===== src/rtl/tetris_pixel_renderer.sv =====
// Tetris board pixel renderer: maps VGA coordinates to board cells, fetches cell codes
// from a 1-cycle board RAM and emits registered RGB with aligned syncs. Optional: GRID_LINES_EN.
module tetris_pixel_renderer #(
   parameter int         BOARD_X0     = 176,
   parameter int         BOARD_Y0     = 80,
   parameter int         CELL_SHIFT   = 4,
   parameter int         BOARD_COLS   = 10,
   parameter int         BOARD_ROWS   = 20,
   parameter int         BORDER_W     = 4,
   parameter logic [7:0] BORDER_COLOR = 8'b101_101_10,
   parameter logic [7:0] BG_COLOR     = 8'b000_000_01
) (
   input  logic       clk,
   input  logic       reset,
   input  logic [9:0] next_x,
   input  logic [9:0] next_y,
   input  logic       is_active,
   input  logic       h_sync_in,
   input  logic       v_sync_in,
   output logic [7:0] cell_addr,
   input  logic [2:0] cell_data,
   output logic [7:0] rgb,
   output logic       h_sync_out,
   output logic       v_sync_out,
   output logic       vblank_pulse
);

   localparam int BOARD_W = BOARD_COLS << CELL_SHIFT;
   localparam int BOARD_H = BOARD_ROWS << CELL_SHIFT;

   // Compares are done 11 bits wide so the frame bounds never wrap.
   localparam logic [10:0] X_LO  = 11'(BOARD_X0);
   localparam logic [10:0] X_HI  = 11'(BOARD_X0 + BOARD_W);
   localparam logic [10:0] Y_LO  = 11'(BOARD_Y0);
   localparam logic [10:0] Y_HI  = 11'(BOARD_Y0 + BOARD_H);
   localparam logic [10:0] FX_LO = 11'(BOARD_X0 - BORDER_W);
   localparam logic [10:0] FX_HI = 11'(BOARD_X0 + BOARD_W + BORDER_W);
   localparam logic [10:0] FY_LO = 11'(BOARD_Y0 - BORDER_W);
   localparam logic [10:0] FY_HI = 11'(BOARD_Y0 + BOARD_H + BORDER_W);

   logic [10:0] x_ext, y_ext;
   logic [9:0]  dx, dy;
   logic        in_board_c, in_frame_c, in_border_c;
   logic [3:0]  col_c;
   logic [4:0]  row_c;

   assign x_ext       = {1'b0, next_x};
   assign y_ext       = {1'b0, next_y};
   assign dx          = next_x - 10'(BOARD_X0);
   assign dy          = next_y - 10'(BOARD_Y0);
   assign in_board_c  = (x_ext >= X_LO) && (x_ext < X_HI) && (y_ext >= Y_LO) && (y_ext < Y_HI);
   assign in_frame_c  = (x_ext >= FX_LO) && (x_ext < FX_HI) && (y_ext >= FY_LO) && (y_ext < FY_HI);
   assign in_border_c = in_frame_c && !in_board_c;
   assign col_c       = 4'(dx >> CELL_SHIFT);
   assign row_c       = 5'(dy >> CELL_SHIFT);

   logic       act_s1, board_s1, border_s1, hs_s1, vs_s1;
   logic [3:0] col_s1;
   logic [4:0] row_s1;
   logic       act_s2, board_s2, border_s2, hs_s2, vs_s2;
   logic       act_s3, board_s3, border_s3, hs_s3, vs_s3;
   logic       vs_prev;
   logic [7:0] pix_c;

`ifdef GRID_LINES_EN
   logic grid_c, grid_s1, grid_s2, grid_s3;
   assign grid_c = (dx[CELL_SHIFT-1:0] == '0) || (dy[CELL_SHIFT-1:0] == '0);

   always_ff @(posedge clk) begin
      if (reset) begin
         grid_s1 <= 1'b0;
         grid_s2 <= 1'b0;
         grid_s3 <= 1'b0;
      end else begin
         grid_s1 <= grid_c;
         grid_s2 <= grid_s1;
         grid_s3 <= grid_s2;
      end
   end
`endif

   function automatic logic [7:0] palette(input logic [2:0] code);
      logic [7:0] c;
      case (code)
         3'd1:    c = 8'h1F;
         3'd2:    c = 8'h03;
         3'd3:    c = 8'hF4;
         3'd4:    c = 8'hFC;
         3'd5:    c = 8'h1C;
         3'd6:    c = 8'hE3;
         3'd7:    c = 8'hE0;
         default: c = 8'h00;
      endcase
      return c;
   endfunction

   always_ff @(posedge clk) begin
      if (reset) begin
         act_s1    <= 1'b0;
         board_s1  <= 1'b0;
         border_s1 <= 1'b0;
         hs_s1     <= 1'b1;
         vs_s1     <= 1'b1;
         col_s1    <= '0;
         row_s1    <= '0;
         act_s2    <= 1'b0;
         board_s2  <= 1'b0;
         border_s2 <= 1'b0;
         hs_s2     <= 1'b1;
         vs_s2     <= 1'b1;
         cell_addr <= '0;
         act_s3    <= 1'b0;
         board_s3  <= 1'b0;
         border_s3 <= 1'b0;
         hs_s3     <= 1'b1;
         vs_s3     <= 1'b1;
         rgb       <= '0;
         h_sync_out   <= 1'b1;
         v_sync_out   <= 1'b1;
         vs_prev      <= 1'b1;
         vblank_pulse <= 1'b0;
      end else begin
         act_s1    <= is_active;
         board_s1  <= in_board_c;
         border_s1 <= in_border_c;
         hs_s1     <= h_sync_in;
         vs_s1     <= v_sync_in;
         col_s1    <= col_c;
         row_s1    <= row_c;

         act_s2    <= act_s1;
         board_s2  <= board_s1;
         border_s2 <= border_s1;
         hs_s2     <= hs_s1;
         vs_s2     <= vs_s1;
         // Off-board pixels leave the RAM address parked on the last board cell.
         if (board_s1)
            cell_addr <= 8'(row_s1 * BOARD_COLS) + 8'(col_s1);

         act_s3    <= act_s2;
         board_s3  <= board_s2;
         border_s3 <= border_s2;
         hs_s3     <= hs_s2;
         vs_s3     <= vs_s2;

         rgb        <= pix_c;
         h_sync_out <= hs_s3;
         v_sync_out <= vs_s3;

         vs_prev      <= v_sync_in;
         vblank_pulse <= vs_prev && !v_sync_in;
      end
   end

   always_comb begin
      pix_c = BG_COLOR;
      if (!act_s3)
         pix_c = 8'h00;
      else if (board_s3) begin
         pix_c = palette(cell_data);
`ifdef GRID_LINES_EN
         if (cell_data == 3'd0 && grid_s3)
            pix_c = 8'b010_010_01;
`endif
      end else if (border_s3)
         pix_c = BORDER_COLOR;
   end

endmodule

===== config.mk =====
export PLATFORM = sky130hd
export DESIGN_NAME = tetris_pixel_renderer
export DESIGN_NICKNAME = d
export VERILOG_FILES = /design/src/rtl/tetris_pixel_renderer.sv
export SDC_FILE = /design/constraint.sdc
export NUM_CORES = 1
export LEC_CHECK = 0
export BUFFER_PORTS_ARGS = -buffer_cell sky130_fd_sc_hd__buf_2
export CELL_PAD_IN_SITES_DETAIL_PLACEMENT = 1
export CELL_PAD_IN_SITES_GLOBAL_PLACEMENT = 2
export CORE_ASPECT_RATIO = 0.8
export CORE_UTILIZATION = 34
export CTS_CLUSTER_DIAMETER = 40
export DETAILED_ROUTE_END_ITERATION = 16
export PLACE_DENSITY_LB_ADDON = 0.2
export SYNTH_ARGS = -nofsm -noshare
export SYNTH_HDL_FRONTEND = slang
export SYNTH_SLANG_ARGS = --single-unit

===== constraint.sdc =====
create_clock -name clk -period 5.4 [get_ports clk]
set_clock_uncertainty 0.15 [all_clocks]
set_input_delay 1.08 -clock clk [delete_from_list [all_inputs] [get_ports clk]]
set_output_delay 1.08 -clock clk [all_outputs]
set_load 0.1 [all_outputs]

# After elaboration in Yosys (flattened, before gate mapping)
# Index checks and enable logic that the tools add are counted.
[word_totals]
reg_bits = 43
in_bits = 28
word_cells = 56
[classes]
n_addsub = 3
n_mul = 1
n_lt_le_gt_ge = 8
n_eq_ne = 7
mux = 3
n_bitwise = 1
n_reduce_logical = 11
[op_table]
columns = ["op", "n"]
rows = [
  ["$pmux 8 s7", 1],
  ["$lt 10x9->1 const B", 4],
  ["$ge 10x7->1 const B", 2],
  ["$ge 10x8->1 const B", 2],
  ["$mux 8", 2],
  ["$eq 3x3->1 const B", 4],
  ["$sub 9x7->9 const B", 1],
  ["$add 8x4->8", 1],
  ["$logic_and 1x1->1", 8],
  ["$sub 8x8->8 const B", 1],
  ["$mul 5x3->7 const B", 1],
  ["$eq 3x2->1 const B", 2],
  ["$eq 3x1->1 const B", 1],
  ["$logic_not 1->1", 2],
  ["$reduce_or 2->1", 1],
  ["$not 1->1", 1],
]

# Depth between registers and ports, before layout
[logic_depth]
word_depth = 6
depth_mapped = 8

# Worst setup path before layout
# No wires, ideal clock.
[synth_path]
kind = "register to output"
start = "register rgb[4]"
end = "output rgb[4]"
arrival_time_ns = 1.356
required_time_ns = 4.170
path_slack_ns = 2.814
stages_incl_launch_ff = 2
n_path_buf = 1
path_cell_list = "dfxtp_1 > buf_4"
[synth_lines]
columns = ["element", "line_no", "source"]
rows = [
  ["start, declared", "22", "output logic [7:0] rgb,"],
  ["start signal, assigned", "146", "rgb <= pix_c;"],
]
# No word-level cell between the ends.

# Worst setup path in the final report
[layout_path]
start = "register row_s1[1]"
end = "register cell_addr[7]"
[layout_via]
elab_chain_cells = 2
[layout_lines]
columns = ["element", "line_no", "source"]
rows = [
  ["start, declared", "59", "logic [4:0] row_s1;"],
  ["start signal, assigned", "129", "row_s1 <= row_c;"],
  ["$mul 5x3->7", "138", "cell_addr <= 8'(row_s1 * BOARD_COLS) + 8'(col_s1);"],
  ["$add 8x4->8", "138", ""],
  ["end signal, assigned", "138", ""],
  ["end, declared", "20", "output logic [7:0] cell_addr,"],
]
# No other way between the ends.
# A chain may end at the register's enable or synchronous reset.

==> flow_summary.ini <==
[die]
coreArea_um2 = 5040
die_x_um = 83.2
initial_core_util = 0.356
rows = 23
die_h_um = 67.0
pin_count = 47
die_area_um2 = 5570

[critical_path]
crit_type = reg -> reg
timing.rr.end = cell_addr[7]
setup.worst_path.start_class = flip-flop
endpoint_kind = flip-flop
rrSetupSlack_ns = 2.90
r2r-start = row_s1[1]
cpMaxStageDelayCell = fa_1
cp_cell_sequence = ha_1 -> ha_1 -> fa_1 -> xor2_1 -> o2111ai_2 -> xor2_1 -> xnor2_1 -> a211oi_2
cp_data_arrival_time_ns = 2.55
cp_max_fo = 3
worstPathRequired_ns = 5.45
critPathMaxStageDelay_ns = 0.39
rr_worst_depth = 8

[pwr]
p_leak_uw = 0.000988
ir_worst_vdd_uv = 127
p_per_area_nw_per_um2 = 307

[global_routing]
grt-ovfl-total = 0
grt_pass1_vias = 1418
grt_pass1_wl_um = 6270
grtUsageTotal = 0.143
antenna_found_initial = 0
grt_max_degree = 36

[drt]
dr.pass1.iters = 4
drc = 0
vias = 1377
initialDrtViolationCount = 26
wirelength_um = 3690
detail_route.vias_per_cell = 4.76
wl_per_cell_um = 12.8
ant_nets = 0

[yosys]
synth_area_leader_cell = dfxtp_1
post_synth_instance_area_um2 = 1790
syn_area_per_cell_um2 = 9.91
yosys-top-cells-area = dfxtp_1 46%, ha_1 10%, nor2_1 4.4%
yosys_warnings = 0
synthArstFlopShare = 0
yosysSeqAreaShare = 0.457
ys_ff_latch = 41
postSynthCellCount = 181
synth_edf_count = 0
synth-main-ff-cell = dfxtp_1
yosysTopAreaCellShare = 0.457
yosys.cell_types.count = 36
synth_fp_nets = 226

[final_layout]
diodes = 0
synthToLayoutAreaGrowth_pct = 21.3
drive_gt1_frac = 0.278
nets = 271
fin_util = 0.432

[timing]
setup-tns-final_ns = 0
fmax_mhz = 401
period_share = 0.462
hold_violations = 0
period_minus_slack_ns = 2.50
tightestPinTransition_ns = 0.578
setup_viol = 0
final_max_slew_viol_count = 0
slew_headroom = 0.614
grt_setup_unrepaired = no

[cts]
cts_hold_repair.buffers = 0
clkSinkCount = 41
cts-htree-levels = 2
clk_pin_slew_worst_paths_ns = 0.08
clk_latency_ns = 0.28
post_cts_buffers = 0
cts-buffers-inserted = 5
cts_tree = done
clk_path_buf_depth = 2
cts_root_buf = clkbuf_8
cts_resized = 0

[placement]
gp_congestion = 0.718
hpwl_um = 2860
portBuffers = 44

[worst_hold_path]
hold_path.class = reg -> reg
holdPathEnd = h_sync_out
worstHoldStart = hs_s3
holdPathStages = 1

[job]
max_cap_violations = 0

[outcome]
status = completed
## sequential cells by signal (all words and copies together), names as in the netlist, 4 cells and up
signal	cells
rgb	6
col_s1	4
row_s1	5
cell_addr	8
## through the flow
step | worst slack (ns) | area (um^2) | total power [uW] | hold slack (ns) | std cells
final | 2.90 | 2180 | 669 | 0.257 | 289
after global routing | 2.70 | 2180 | 707 | 0.270 | 289
after CTS | 2.89 | 2180 | 680 | 0.267 | 289
after detailed placement | 2.83 | 2060 | 428 | 0.245 | 281
after global placement | 2.84 | 2060 | 424 | 0.241 | 281
after floorplan | 2.81 | 1790 | 396 | 0.239 | 181
## synth_stat cells, drive strengths merged, types with 2 or more instances
| cell type | count |
|---|---|
| dfxtp | 41 |
| nor2 | 21 |
| ha | 15 |
| nor2b | 11 |
| a21oi | 10 |
| inv | 9 |
| o21ai | 8 |
| or2 | 8 |
| a211oi | 5 |
| mux2i | 5 |
| xor2 | 5 |
| nand2 | 4 |
| nor3 | 4 |
| xnor2 | 4 |
| a21o | 3 |
| buf | 3 |
| clkbuf | 3 |
| nand2b | 3 |
| a31oi | 2 |
| fa | 2 |
| nand3 | 2 |
| o2111ai | 2 |
| o211ai | 2 |
## kinds of logic (layout without fill, tap and decap cells)
family | Yosys count | after routing | synth area share
flops | 41 | 41 | 0.457
mux | 5 | 5 | 0.0279
xor+xnor | 9 | 9 | 0.0439
buf+inv | 15 | 61 | 0.0363
simple gates | 58 | 58 | 0.174
compound gates | 36 | 36 | 0.134
fa+ha+maj | 17 | 17 | 0.127
## how the worst max path moves through the flow
| stage | start | end | slack (ns) | depth (start not counted) |
|---|---|---|---|---|
| after floorplan | rgb[4] | rgb[4] | 2.81 | 1 |
| after global placement | next_y[5] | border_s1 | 2.84 | 8 |
| after detailed placement | next_y[5] | border_s1 | 2.83 | 8 |
| after CTS | row_s1[1] | cell_addr[7] | 2.89 | 8 |
| after global routing | row_s1[1] | cell_addr[7] | 2.70 | 8 |
| final | row_s1[1] | cell_addr[7] | 2.90 | 8 |
## worst max-delay path, delay by kind of cell (launching register included)
kind,cells,cell delay [ns]
adders and majority gates,3,0.92
xor gates and xnor gates,3,0.62
AOI/OAI and AO/OA,2,0.39
DFF,1,0.34
## final cells by class
class	count	area, um^2
fill	594	2860
timing repair buffer	44	220
clock inverter	1	30.0
multi-input combinational	125	908
clock buffer	7	86.3
sequential	41	821
tap	62	77.6
inverter	9	33.8
## metal layers
layer / share of wire / global-route usage
met1: 0.46 / 0.172
met2: 0.49 / 0.244
met3: 0.042 / 0.0421
met4: 0.0065 / 0.0539
met5: 0 / 0
## cells in the final DEF (no fill, tap or decap), types with 3 or more instances in the layout
master,n
nor2_1,21
dfxtp_1,41
nor2b_1,10
a21o_1,3
nand2_1,4
o21ai_0,8
buf_2,44
a211oi_1,4
nor3_1,4
or2_2,8
ha_1,15
xor2_1,5
nand2b_1,3
mux2i_1,5
clkbuf_8,6
xnor2_1,4
a21oi_1,10
inv_1,9
## where the power goes
part / leakage [uW] / switching (uW) / total [uW] / internal, uW
sequential: 0.000335 / 6.20 / 320 / 313
combinational: 0.000595 / 63.1 / 101 / 37.8
clock: 0.0000585 / 97.6 / 248 / 151
total: 0.000988 / 167 / 669 / 502
(Power assumes the default switching activity.)
